--- config.mk ---
export PLATFORM = sky130hd
export DESIGN_NAME = rx_corr_ram_scheduler
export DESIGN_NICKNAME = d
export VERILOG_FILES = /design/src/rtl/rx_corr_pkg.sv /design/src/rtl/rx_rr_arbiter4.sv /design/src/rtl/rx_corr_ram_scheduler.sv
export SDC_FILE = /design/constraint.sdc
export NUM_CORES = 1
export LEC_CHECK = 0
export CORE_MARGIN = 2
export CORE_UTILIZATION = 35
export DETAILED_ROUTE_END_ITERATION = 10
export MAX_ROUTING_LAYER = met4
export PLACE_DENSITY = 0.77
export REMOVE_ABC_BUFFERS = 1
export SLEW_MARGIN = 5
export SYNTH_ARGS = -nofsm -noshare
export SYNTH_HDL_FRONTEND = slang
export SYNTH_SLANG_ARGS = --single-unit
--- constraint.sdc ---
create_clock -name crx_clk -period 4.2 [get_ports crx_clk]
set_input_delay 0.63 -clock crx_clk [delete_from_list [all_inputs] [get_ports crx_clk]]
set_output_delay 0.63 -clock crx_clk [all_outputs]
set_load 0.02 [all_outputs]
--- src/rtl/rx_corr_pkg.sv ---
// Shared constants and read-sequencer state encoding for the correlation BRAM scheduler.
package rx_corr_pkg;
  localparam int NUM_UNITS = 4;
  localparam int DW        = 32;
  localparam int AW        = 10;
  localparam int LAW       = 8;
  localparam int REGION    = 256;
  localparam int BURST_LEN = 128;
  localparam int CNT_W     = 8;

  typedef enum logic [1:0] {
    RD_IDLE  = 2'd0,
    RD_ISSUE = 2'd1,
    RD_WAIT  = 2'd2
  } rd_state_t;
endpackage

--- src/rtl/rx_rr_arbiter4.sv ---
// Four-way round-robin arbiter: one-hot grant to the first requester after ptr.
module rx_rr_arbiter4 (
  input  logic [3:0] req,
  input  logic [1:0] ptr,
  output logic [3:0] gnt,
  output logic [1:0] idx,
  output logic       any
);
  logic [1:0] k;

  always_comb begin
    gnt = '0;
    idx = ptr;
    any = 1'b0;
    k   = '0;
    for (int i = 0; i < 4; i++) begin
      k = ptr + 2'(i) + 2'd1;
      if (!any && req[k]) begin
        any    = 1'b1;
        gnt[k] = 1'b1;
        idx    = k;
      end
    end
  end
endmodule

--- src/rtl/rx_corr_ram_scheduler.sv ---
// Owns both ports of the shared correlation BRAM: round-robin write arbiter and
// a burst read sequencer that streams one half-region to the peak search.
module rx_corr_ram_scheduler
  import rx_corr_pkg::*;
(
  input  logic                     crx_clk,
  input  logic                     rrx_rst,
  input  logic                     erx_en,
  input  logic [NUM_UNITS-1:0]     ireq,
  input  logic [NUM_UNITS*LAW-1:0] iw_addr,
  input  logic [NUM_UNITS*DW-1:0]  iw_data,
  output logic [NUM_UNITS-1:0]     ognt,
  output logic                     oram_w_enable,
  output logic [AW-1:0]            oram_w_address,
  output logic [DW-1:0]            oram_data_in,
  input  logic                     istart,
  input  logic [1:0]               iseq,
  input  logic                     ihalf,
  input  logic                     inext,
  output logic [AW-1:0]            oram_r_address,
  input  logic [DW-1:0]            iram_data_out,
  output logic [DW-1:0]            osample,
  output logic                     osample_valid,
  output logic                     obusy,
  output logic                     odone,
  output logic [1:0]               odbg_state
);
  // Handshakes: ireq stays high until ognt is seen at a clock edge (ognt is the ack);
  // every inext accepted in ISSUE yields exactly one osample_valid pulse two edges later.

  localparam logic [CNT_W-1:0] BURST_CNT  = CNT_W'(BURST_LEN);
  localparam logic [CNT_W-1:0] BURST_LAST = CNT_W'(BURST_LEN - 1);

  logic [1:0]     rr_ptr;
  logic [3:0]     arb_req;
  logic [1:0]     gnt_idx;
  logic           gnt_any;
  logic [LAW-1:0] sel_addr;
  logic [DW-1:0]  sel_data;

  // Reset is folded in so ognt reads zero the instant reset asserts.
  assign arb_req  = ireq & {NUM_UNITS{erx_en & rrx_rst}};
  assign sel_addr = iw_addr[gnt_idx*LAW +: LAW];
  assign sel_data = iw_data[gnt_idx*DW +: DW];

  rx_rr_arbiter4 u_arb (
    .req (arb_req),
    .ptr (rr_ptr),
    .gnt (ognt),
    .idx (gnt_idx),
    .any (gnt_any)
  );

  always_ff @(posedge crx_clk or negedge rrx_rst) begin
    if (!rrx_rst) begin
      rr_ptr         <= 2'd3;
      oram_w_enable  <= 1'b0;
      oram_w_address <= '0;
      oram_data_in   <= '0;
    end else if (erx_en && gnt_any) begin
      rr_ptr         <= gnt_idx;
      oram_w_enable  <= 1'b1;
      oram_w_address <= AW'(gnt_idx) * AW'(REGION) + AW'(sel_addr);
      oram_data_in   <= sel_data;
    end else begin
      oram_w_enable  <= 1'b0;
    end
  end

  rd_state_t        rd_state, rd_state_n;
  logic [AW-1:0]    raddr_n;
  logic [CNT_W-1:0] rd_cnt, rd_cnt_n;
  logic             rd_pend, rd_pend_n;
  logic             busy_n, done_n, valid_n;
  logic [DW-1:0]    sample_n;

  assign odbg_state = rd_state;

  always_ff @(posedge crx_clk or negedge rrx_rst) begin
    if (!rrx_rst) begin
      rd_state       <= RD_IDLE;
      oram_r_address <= '0;
      rd_cnt         <= '0;
      rd_pend        <= 1'b0;
      obusy          <= 1'b0;
      odone          <= 1'b0;
      osample        <= '0;
      osample_valid  <= 1'b0;
    end else if (erx_en) begin
      rd_state       <= rd_state_n;
      oram_r_address <= raddr_n;
      rd_cnt         <= rd_cnt_n;
      rd_pend        <= rd_pend_n;
      obusy          <= busy_n;
      odone          <= done_n;
      osample        <= sample_n;
      osample_valid  <= valid_n;
    end else begin
      osample_valid  <= 1'b0;
      odone          <= 1'b0;
    end
  end

  always_comb begin
    rd_state_n = rd_state;
    raddr_n    = oram_r_address;
    rd_cnt_n   = rd_cnt;
    rd_pend_n  = 1'b0;
    busy_n     = obusy;
    done_n     = 1'b0;
    valid_n    = 1'b0;
    sample_n   = osample;
    // BRAM output is valid the cycle after the read was issued.
    if (rd_pend) begin
      valid_n  = 1'b1;
      sample_n = iram_data_out;
    end
    case (rd_state)
      RD_IDLE: begin
        if (istart) begin
          raddr_n    = AW'(iseq) * AW'(REGION) + (ihalf ? AW'(BURST_LEN) : '0);
          rd_cnt_n   = '0;
          busy_n     = 1'b1;
          rd_state_n = RD_ISSUE;
        end
      end
      RD_ISSUE: begin
        if (inext && rd_cnt < BURST_CNT) begin
          rd_pend_n = 1'b1;
          rd_cnt_n  = rd_cnt + CNT_W'(1);
          if (rd_cnt == BURST_LAST) rd_state_n = RD_WAIT;
          else                      raddr_n    = oram_r_address + AW'(1);
        end
      end
      RD_WAIT: begin
        // Last read has already been presented on osample; close the burst.
        if (!rd_pend) begin
          busy_n     = 1'b0;
          done_n     = 1'b1;
          rd_state_n = RD_IDLE;
        end
      end
      default: rd_state_n = RD_IDLE;
    endcase
  end
endmodule
==> impl_metrics.ini, run 1 <==
[floorplan]
pin_count = 298
fp.dieH_um = 146
core_mm2 = 0.0197
row_count = 51
dieArea_mm2 = 0.0214
initial_utilization_pct = 36.0
die_x_um = 146

[synth]
yosys_warnings = 0
yosysUniqueCellTypes = 46
ys_seq_elements = 101
mappedNetlistArea_mm2 = 0.00707
synth_edf_count = 0
synthCells = 1004
synth_top_area_share_pct = 35.0
synthFlopType = dfrtp_1
async_reset_ff_share_pct = 100
seq_area_frac_synth_pct = 35.8
synth.largest_area_cell = dfrtp_1
syn_area_per_cell_um2 = 7.04
ys_top_cells_by_area = dfrtp_1 35%, nand2_1 20%, a21oi_1 12%

[layout]
area_growth_pct = 49.8
fin_nets = 1468
nFillCells = 1896
ff_latch_area_mm2 = 0.00253
drive_gt1_share_pct = 6.35
multi_input_area_mm2 = 0.00423
fin_cells = 1525

[timing]
fmax_mhz = 254
finalHoldViolCount = 0
clock_skew_ns = 0.0130
drv_slew = 0
grt_setup_unrepaired = false
relSlewSlack_pct = 42.4
setup_ws_ns = 0.259
setup-tns-final_ns = 0
finalSetupViolations = 0
worstMarginPinSlew_ns = 0.863
period_needed_ns = 3.94
post-route-period-util_pct = 93.8

[placement]
gp_congestion = 0.863
place_inst = 1508
dp_slack_ns = 0.462
dp_hpwl_um = 17600
port_buffers = 297

[setup_path]
startpoint_type = flip-flop
crit_type = flip-flop to primary output
critPathMaxFanout = 8
cp-end-kind = primary output
arrival_ns = 3.31
required_ns = 3.57

[drt]
vias = 8068
finalWirelength_um = 24600
remaining_drc_errors = 0
wl_per_cell_um = 16.1
antenna_left = 0
drt_first_pass_iters = 5
via_per_inst = 5.29
first_iter_violations = 522

[clock_network]
post_cts_buffers = 0
clockRootBuffer = clkbuf_16
clockBufferDepth = 2
clk_pin_slew_worst_paths_ns = 0.08
cts_tree = done
cts_made_buffers = 9
clk_latency_ns = 0.35
clkSinkCount = 101
ctsHoldBuffers = 0
cts_resized = 0
htreeDepth = 3

[pwr]
p_sw_w = 0.00296
internal_power_w = 0.00338
peakVddDrop_mv = 0.299
p_seq_share_pct = 24.5
power_frac_clock_pct = 13.3
swShare_pct = 46.7
leakage_nw = 4.43
power_density_mw_per_mm2 = 598
pwr-share-comb_pct = 62.2

[global_route]
grt.overflow.total = 0
grt_pass1_wl_um = 39200
antenna_found_initial = 1
grt_pass1_vias = 7609
grt.total_usage_pct = 23.2
grt_max_degree = 84

[run]
max_cap_viol_count = 0

[status]
status = complete, no violations

[hold_path]
hp-class = input pin to asynchronous set/reset pin
cells by family (layout without fill, tap and decap cells):
kind of cell	Yosys count	count (layout)	share of synthesized area, %
flops	101	101	35.8
buf+inv	84	339	4.64
simple gates	518	518	30.4
mux	40	40	6.32
fa+ha+maj	10	10	1.77
compound gates	242	242	20.0
other cells	0	1	0
xor+xnor	9	9	1.12
layer usage:
metal / global-route usage, % / vias to the layer above / part of all wire [%]
li1: - / 3941 / -
met1: 27.8 / 3732 / 40
met2: 39.3 / 371 / 48
met3: 5.56 / 24 / 9.9
met4: 6.46 / 0 / 1.6
met5: - / - / 0
worst max-delay path: stages (launching register included):
cell	delay (ns)
dfstp_2	0.61
inv_1	0.14
ha_1	0.25
nor2_1	0.25
or4bb_1	0.54
a21oi_2	0.33
a221o_1	0.23
clkdlybuf4s50_1	0.60
path summary, 6_finish.rpt:
kind                                                     from                            end  slack (ns)  depth (start not counted)
worst max-delay path                    rr_ptr[1]$_DFFE_PN1P_                        ognt[2]        0.26                          7
worst min-delay path                                  rrx_rst  oram_w_address[7]$_DFFE_PN0P_        0.12                          1
worst max register to register          rr_ptr[1]$_DFFE_PN1P_    oram_data_in[7]$_DFFE_PN0P_        0.67                         10
worst min register to register  oram_w_address[1]$_DFFE_PN0P_  oram_w_address[1]$_DFFE_PN0P_        0.48                          2
max in group asynchronous                             rrx_rst  oram_w_address[1]$_DFFE_PN0P_        2.99                          2
min in group crx_clk            oram_w_address[1]$_DFFE_PN0P_  oram_w_address[1]$_DFFE_PN0P_        0.48                          2
cells in the final DEF (no fill, tap or decap), drive strengths merged, types with 5 or more instances in the layout:
cell,Yosys,final
clkdlybuf4s50,0,296
and3,8,8
buf,13,18
o31ai,41,41
nor2,24,24
inv,9,11
a22o,5,5
mux2,37,37
dfrtp,99,99
xor2,7,7
ha,10,10
nor3,82,82
o21ai,10,10
clkbuf,62,9
a21oi,168,168
nand2,376,376
nand3,6,6
cell usage after synthesis (2+ instances only):
library cell	n
a32o_1	2
or2_2	2
a221o_1	4
clkbuf_1	62
inv_1	7
mux2_2	36
o22a_1	2
mux2i_1	3
nor3b_1	3
dfstp_2	2
a21oi_1	167
buf_2	10
a31oi_1	4
o31ai_1	41
nand2_1	376
or3_1	2
inv_2	2
nor3_1	82
and3_1	8
nor2_1	24
nor2b_1	2
o21a_1	2
o21ai_0	10
nand3_1	6
buf_1	3
nand4_1	3
ha_1	10
and2_1	2
dfrtp_1	99
a22o_1	5
xnor2_1	2
xor2_1	7
final cells by class:
class	instances	area share [%]
Timing Repair Buffer	314	29.9
Clock inverter	7	0.662
Clock buffer	9	2.13
Tap cell	265	3.13
Sequential cell	101	23.9
Antenna cell	1	0.0236
Multi-Input combinational cell	819	39.9
Inverter	9	0.343
registers in the layout, summed over array words and instances (netlist names):
| name | cells |
|---|---|
| oram_data_in | 32 |
| osample | 32 |
| oram_r_address | 10 |
| oram_w_address | 10 |
| rd_cnt | 8 |
| odbg_state | 2 |
| rr_ptr | 2 |
| obusy | 1 |
| odone | 1 |
| oram_w_enable | 1 |
| osample_valid | 1 |
| rd_pend | 1 |
power groups by stage:
stage / Sequential (W) / Clock (W) / Combinational, W
after CTS: 0.00155 / 0.000870 / 0.00397
after global placement: 0.00155 / 0 / 0.00388
after floorplan: 0.00204 / 0 / 0.00191
final: 0.00155 / 0.000844 / 0.00394
after detailed placement: 0.00157 / 0 / 0.00396
after global routing: 0.00160 / 0.000907 / 0.00432
metrics by stage:
stage / cell area (µm²) / power (W) / hold slack (ns) / utilization [%]
floorplan: 6780 / 0.00395 / 0.334 / -
global placement: 10300 / 0.00543 / 0.459 / 52.3
detailed placement: 10300 / 0.00553 / 0.465 / 52.3
CTS: 10600 / 0.00639 / 0.105 / 53.9
global route: 10600 / 0.00683 / 0.112 / 53.9
finish: 10600 / 0.00633 / 0.120 / 53.9
(Power assumes the default switching activity.)
==> run 2: changes to the inputs <==
Settings changed: ABC_CLOCK_PERIOD_IN_PS set to 4200.
==> results of run 2 <==
Same layout as run 1: the final DEF is identical, and so are final timing and power.
